$ cat src/rtl/cla_pkg.sv
// Shared types and constants for the L2 cache-line to memory-burst adaptor.
package cla_pkg;
  localparam int LINE_WIDTH  = 256;
  localparam int BURST_WIDTH = 64;
  localparam int ADDR_WIDTH  = 32;
  localparam int BEATS       = LINE_WIDTH / BURST_WIDTH;
  localparam int OFFSET      = $clog2(LINE_WIDTH / 8);

  typedef enum logic [1:0] {IDLE, RD_BURST, WR_BURST, DONE} cla_state_t;
  typedef logic [BURST_WIDTH-1:0] burst_t;
  typedef logic [LINE_WIDTH-1:0]  line_t;
endpackage

$ cat src/rtl/l2_cacheline_adaptor.sv
// Converts whole-line L2 reads/write-backs into fixed-length memory bursts.
// Memory-side outputs depend only on state, beat count and latched data.
module l2_cacheline_adaptor
  import cla_pkg::*;
(
  input  logic                   clk,
  input  logic                   rst,
  input  logic [LINE_WIDTH-1:0]  line_i,
  output logic [LINE_WIDTH-1:0]  line_o,
  input  logic [ADDR_WIDTH-1:0]  address_i,
  input  logic                   read_i,
  input  logic                   write_i,
  output logic                   resp_o,
  input  logic [BURST_WIDTH-1:0] burst_i,
  output logic [BURST_WIDTH-1:0] burst_o,
  output logic [ADDR_WIDTH-1:0]  address_o,
  output logic                   read_o,
  output logic                   write_o,
  input  logic                   resp_i
);
  localparam int CW = $clog2(BEATS);
  localparam logic [CW-1:0] LAST = CW'(BEATS - 1);

  cla_state_t      state, state_nxt;
  logic [CW-1:0]   cnt;
  line_t           wr_sh;
  logic            beat_ok;
  logic            last_beat;

  // resp_i only counts while a burst is in flight
  assign beat_ok   = resp_i && ((state == RD_BURST) || (state == WR_BURST));
  assign last_beat = beat_ok && (cnt == LAST);

  always_comb begin
    state_nxt = state;
    case (state)
      IDLE: begin
        if (write_i)     state_nxt = WR_BURST;
        else if (read_i) state_nxt = RD_BURST;
      end
      RD_BURST, WR_BURST: if (last_beat) state_nxt = DONE;
      DONE:    state_nxt = IDLE;
      default: state_nxt = IDLE;
    endcase
  end

  always_ff @(posedge clk or posedge rst) begin
    if (rst) state <= IDLE;
    else     state <= state_nxt;
  end

  always_ff @(posedge clk or posedge rst) begin
    if (rst)                cnt <= '0;
    else if (state == IDLE) cnt <= '0;
    else if (beat_ok)       cnt <= cnt + 1'b1;
  end

  always_ff @(posedge clk or posedge rst) begin
    if (rst)
      address_o <= '0;
    else if ((state == IDLE) && (read_i || write_i))
      address_o <= {address_i[ADDR_WIDTH-1:OFFSET], OFFSET'(0)};
  end

  // Write data leaves LSB-beat first; zeros shift in behind it
  always_ff @(posedge clk or posedge rst) begin
    if (rst)
      wr_sh <= '0;
    else if ((state == IDLE) && write_i)
      wr_sh <= line_i;
    else if ((state == WR_BURST) && resp_i)
      wr_sh <= {BURST_WIDTH'(0), wr_sh[LINE_WIDTH-1:BURST_WIDTH]};
  end

  always_ff @(posedge clk or posedge rst) begin
    if (rst)
      line_o <= '0;
    else if ((state == RD_BURST) && resp_i)
      line_o[cnt*BURST_WIDTH +: BURST_WIDTH] <= burst_i;
  end

  assign burst_o = wr_sh[BURST_WIDTH-1:0];
  assign read_o  = (state == RD_BURST);
  assign write_o = (state == WR_BURST);
  assign resp_o  = (state == DONE);
endmodule

$ cat config.mk
export PLATFORM = sky130hd
export DESIGN_NAME = l2_cacheline_adaptor
export DESIGN_NICKNAME = d
export VERILOG_FILES = /design/src/rtl/cla_pkg.sv /design/src/rtl/l2_cacheline_adaptor.sv
export SDC_FILE = /design/constraint.sdc
export NUM_CORES = 1
export LEC_CHECK = 0
export CAP_MARGIN = 25
export CORE_AREA = 2 2 276 278
export CTS_BUF_LIST = sky130_fd_sc_hd__clkbuf_4 sky130_fd_sc_hd__clkbuf_8
export CTS_CLUSTER_DIAMETER = 60
export DETAILED_ROUTE_END_ITERATION = 8
export DIE_AREA = 0 0 278 280
export DONT_BUFFER_PORTS = 1
export GPL_ROUTABILITY_DRIVEN = 0
export SLEW_MARGIN = 0
export SYNTH_ARGS = -nofsm -noshare
export SYNTH_HDL_FRONTEND = slang
export SYNTH_SLANG_ARGS = --single-unit
$ cat constraint.sdc
create_clock -name clk -period 32.6 [get_ports clk]
set_input_delay 6.52 -clock clk [delete_from_list [all_inputs] [get_ports clk]]
set_output_delay 6.52 -clock clk [all_outputs]
set_load 0.02 [all_outputs]
# Word-level counts from Yosys, hierarchy flattened
# Cells that the tools add are included.
[totals]
ff_bits = 543
inputBits = 357
word_cells = 37
[op_classes]
addsub = 2
eq_ne = 6
shift = 2
muxes = 9
reduce_logical = 13
[op_table]
columns = ["cell", "n"]
rows = [
  ["2-to-1 mux 256 bit", 2],
  ["bitwise mux 256 bit", 1],
  ["variable shift 64 x 34 -> 256 bit, first input constant", 1],
  ["variable part select 64 x 34 -> 256 bit", 1],
  ["negator 8 -> 34 bit", 1],
  ["2-to-1 mux 2 bit", 5],
  ["== test 2 bit, second input constant", 3],
  ["logical AND 1 bit", 6],
  ["one-hot mux 2 bit (3 select lines)", 1],
  ["nonzero test 2 bit", 2],
  ["!= test 3 bit, second input constant", 1],
  ["adder 2 x 1 -> 2 bit, second input constant", 1],
  ["== test 2 x 1 -> 1 bit, second input constant", 1],
  ["logical NOT 2 bit", 1],
  ["logical OR 1 bit", 2],
  ["!= test 2 bit, second input constant", 1],
  ["AND reduction 2 bit", 1],
  ["OR reduction 2 bit", 1],
]

# Logic depth before layout (Yosys ltp)
[logic_depth]
word_depth = 6
ltp_mapped = 10
depth_no_buf = 5

# Worst setup path before layout
# No wires, ideal clock.
[synth_path]
path_type = "input to register"
start = "input write_i"
end = "register address_o[10]"
setup_time_ps = 125
t_arrival_ps = 7590
required_time_ps = 32475
path_slack_ps = 24885
cell_stages = 3
path_buffers = 1
cell_sequence = "o21ai_1 buf_2 mux2_2"
[synth_between]
elab_chain_cells = 2
[synth_rtl]
columns = ["item", "line", "rtl"]
rows = [
  ["start: declaration", "l2_cacheline_adaptor.sv:12", "input logic write_i,"],
  ["logical OR 1 bit", "l2_cacheline_adaptor.sv:61", "else if ((state == IDLE) && (read_i || write_i))"],
  ["logical AND 1 bit", "l2_cacheline_adaptor.sv:61", ""],
  ["end signal: assignment", "l2_cacheline_adaptor.sv:62", "address_o <= {address_i[ADDR_WIDTH-1:OFFSET], OFFSET'(0)};"],
  ["end: declaration", "l2_cacheline_adaptor.sv:16", "output logic [ADDR_WIDTH-1:0] address_o,"],
]
# No other way between the ends.
# A chain may end at the register's enable or synchronous reset.

# Worst setup path after layout
[layout_path]
start = "input resp_i"
end = "register wr_sh[1]"
[layout_between]
elab_chain_cells = 2
[layout_rtl]
columns = ["item", "line", "rtl"]
rows = [
  ["start: declaration", "l2_cacheline_adaptor.sv:19", "input logic resp_i"],
  ["logical AND 1 bit", "l2_cacheline_adaptor.sv:71", "else if ((state == WR_BURST) && resp_i)"],
  ["nonzero test 2 bit (no line)", "n/a", ""],
  ["end signal: assignment", "l2_cacheline_adaptor.sv:70", "wr_sh <= line_i;"],
  ["end signal: assignment", "l2_cacheline_adaptor.sv:72", "wr_sh <= {BURST_WIDTH'(0), wr_sh[LINE_WIDTH-1:BURST_WIDTH]};"],
  ["end: declaration", "l2_cacheline_adaptor.sv:26", "line_t wr_sh;"],
]
# No other way between the ends.

==> run metrics <==
status finished, final reports clean; Clk pin slew, worst setup/hold paths 0.06 ns; biggest cell delay along the critical path 0.83 ns; critical path class primary input to register; synth unique cells 30; leak pwr 11.90 nW; reg2reg end wr_sh[1]$_DFFE_PP0P_; prevailing post-synth register cell dfrtp_1; initial antenna violation count 3; Tot GR Track Use 14.98%; Slew HR 29.22%; Num CTS Buffers 89; Pwr Total 0.002244 W; Residual DRC 0; Vias per Instance around 5.1; Post-synth EDFFs 0; met1 usage 17.19%; Critical Path AT 9.96 ns; routed vias 13540; Post-CTS Setup Inserts 0; Top Usage Layer GRT met2; DPL Wire Length ~42 mm; DIE AREA 0.07784 mm2; power density over the cells 93.04 mW/mm2; IO Pins about 710; critical path's slowest cell buf_4; largest net degree at the start of global routing between 200 and 300; H-tree depth 3; drt pass-1 iters 5; Clock Sinks 543; worst-path cell chain nand2_4, buf_4, buf_4, buf_4, mux2i_1, o21ai_0; Nets 1995; worst skew pair latency 0.66 ns; Worst-Margin Slew 1.062 ns; Min-Delay Path Depth 1; first-pass GRT wire length 90.50 mm; Seq/Total Area, Yosys between 60 and 70%; required time worst endpoint 33.09 ns; synthesized flop and latch total approximately 540; top-count cell post-synth dfrtp_1; met2 Track Usage GR 24.62%; crit start category primary input; CP bufs+invs 3; YS warnings 0; final worst path period need 9.466 ns; Port Buffers 0; starting density of the core approximately 29%; min-delay src wr_sh[247]$_DFFE_PP0P_; met3 Use GR 6.295%; Die Wd 278 um; Most common cell on crit path buf_4; Reg2Reg Depth 8; Multi-input gate area roughly 0.007 mm2; Worst VDD drop about 0.034 mV; Synth Cell Area 0.02181 mm2; layout cells sized above 1 roughly an eighth; root buf cell clkbuf_8; worst hold endpoint wr_sh[247]$_DFFE_PP0P_; Final ANT Viol Nets 0; slack of the worst reg-to-reg path 27.97 ns; CTS tree done; CP Max Fanout 58; Fillers ~7400; Row Count 101; cell family with most CP delay buffers and inverters; CP endpoint kind register; Mapped Cells between 1500 and 2000; max_cap viols 0; TNS Setup 0 ns; Worst Hold Class register to register; vias in the first global route 14220; ranking of synthesized cells by area dfrtp_1 62%, a22o_1 13%, mux2i_1 8.9%; Setup violations, final 0; Hold Fails Final Rpt 0; post-CTS resize count 0; period utilization about 29%; Initial DRC Count 708; Max Freq 105.6 MHz; Synth async-reset ratio 100.0%; Avg Cell Area, Syn 12.73 um2; synthesis-to-layout area growth 10.55%; die height about 280 um; top cell type by total area after synthesis dfrtp_1; clk buf depth 3; Max Transition Viols Final 0; R2R Path Start state[0]$_DFFE_PP0P_; Core Area approximately 0.075 mm2; top cell type's share of synthesized area 62.29%; register area 0.01359 mm2; Post-Route WL around 60 mm; Avg WL per Cell 22.77 um; Post-CTS Hold Fix Bufs 0; Synth top cells by count 543 x dfrtp_1, 318 x a22o_1, 196 x nand2_1, 194 x mux2i_1, 192 x o21ai_0; Clock Skew 0.03236 ns; GRT overflow 0; RSZ-0062 raised after global routing no
## flip-flops by register name, summed over array words and instances (netlist names)
name,flops
line_o,256
wr_sh,256
address_o,27
cnt,2
state,2
## report_power, final
part           switching [W]  leakage [nW]  total, W  internal [W]
clock network       0.000271          1.02  0.000638      0.000366
registers           0.000264          7.15   0.00115      0.000881
logic               0.000250          3.74  0.000461      0.000211
## layout by cell type (no fill, tap or decap), types with 3 or more instances in the layout
cell        instances
dfrtp_1           543
a22o_1            318
nand2_1           195
mux2i_1           194
o21ai_0           192
clkbuf_8          114
mux2_2             27
clkbuf_4           25
buf_4              19
ha_1                9
inv_1               5
conb_1              5
nand3_2             3
nor2_1              3
bufinv_16           3
clkinv_2            3
clkinvlp_4          3
## layer usage
| metal | share of wire (%) | wire (um) |
|---|---|---|
| met5 | 0.021 | 13 |
| met4 | 3.3 | 2036 |
| met3 | 11 | 6442 |
| met2 | 49 | 29700 |
| met1 | 37 | 22620 |
## layout make-up
cell class	instances	area share, %
diodes	2	0.02075
clock buffers	139	7.284
clock inverters	13	0.7782
inverters	6	0.1245
multi-input cells	967	29.50
flip-flops and latches	543	56.34
well taps	978	5.074
repair buffers	22	0.8716
## cell families (layout without fill, tap and decap cells)
family	after synthesis	in the layout	synth area share, %
AND/OR/NAND/NOR	213	213	3.963
buffers and inverters	207	180	5.403
flip-flops	543	543	62.29
adder cells (fa/ha/maj)	9	9	0.5162
multiplexers	221	221	10.30
other	1	7	0.01719
AO/OA/AOI/OAI	518	518	17.48
XOR/XNOR	1	1	0.04016
## through the flow
| stage | instance area, um2 | setup slack (ns) | util (%) | instances | hold WS [ns] |
|---|---|---|---|---|---|
| after detailed placement | 22140 | 22.48 | 29.45 | 2515 | 0.4818 |
| after floorplan | 21830 | 10.90 | - | 1717 | 0.4651 |
| after global placement | 22140 | 22.57 | 29.45 | 2515 | 0.4831 |
| after global routing | 24120 | 23.01 | 32.07 | 2670 | 0.5108 |
| after CTS | 24080 | 23.24 | 32.03 | 2667 | 0.5010 |
| final | 24120 | 23.13 | 32.07 | 2670 | 0.4978 |
## worst max path at each step
stage / slack (ns) / from / depth (start not counted) / to
after floorplan: 10.90 / rst / 1 / address_o[10]$_DFFE_PP0P_
after global placement: 22.57 / resp_i / 6 / wr_sh[66]$_DFFE_PP0P_
after detailed placement: 22.48 / resp_i / 6 / wr_sh[1]$_DFFE_PP0P_
after CTS: 23.24 / resp_i / 6 / wr_sh[1]$_DFFE_PP0P_
after global routing: 23.01 / resp_i / 6 / wr_sh[7]$_DFFE_PP0P_
final: 23.13 / resp_i / 6 / wr_sh[1]$_DFFE_PP0P_
Note: power is estimated with default switching activity, not from simulation.
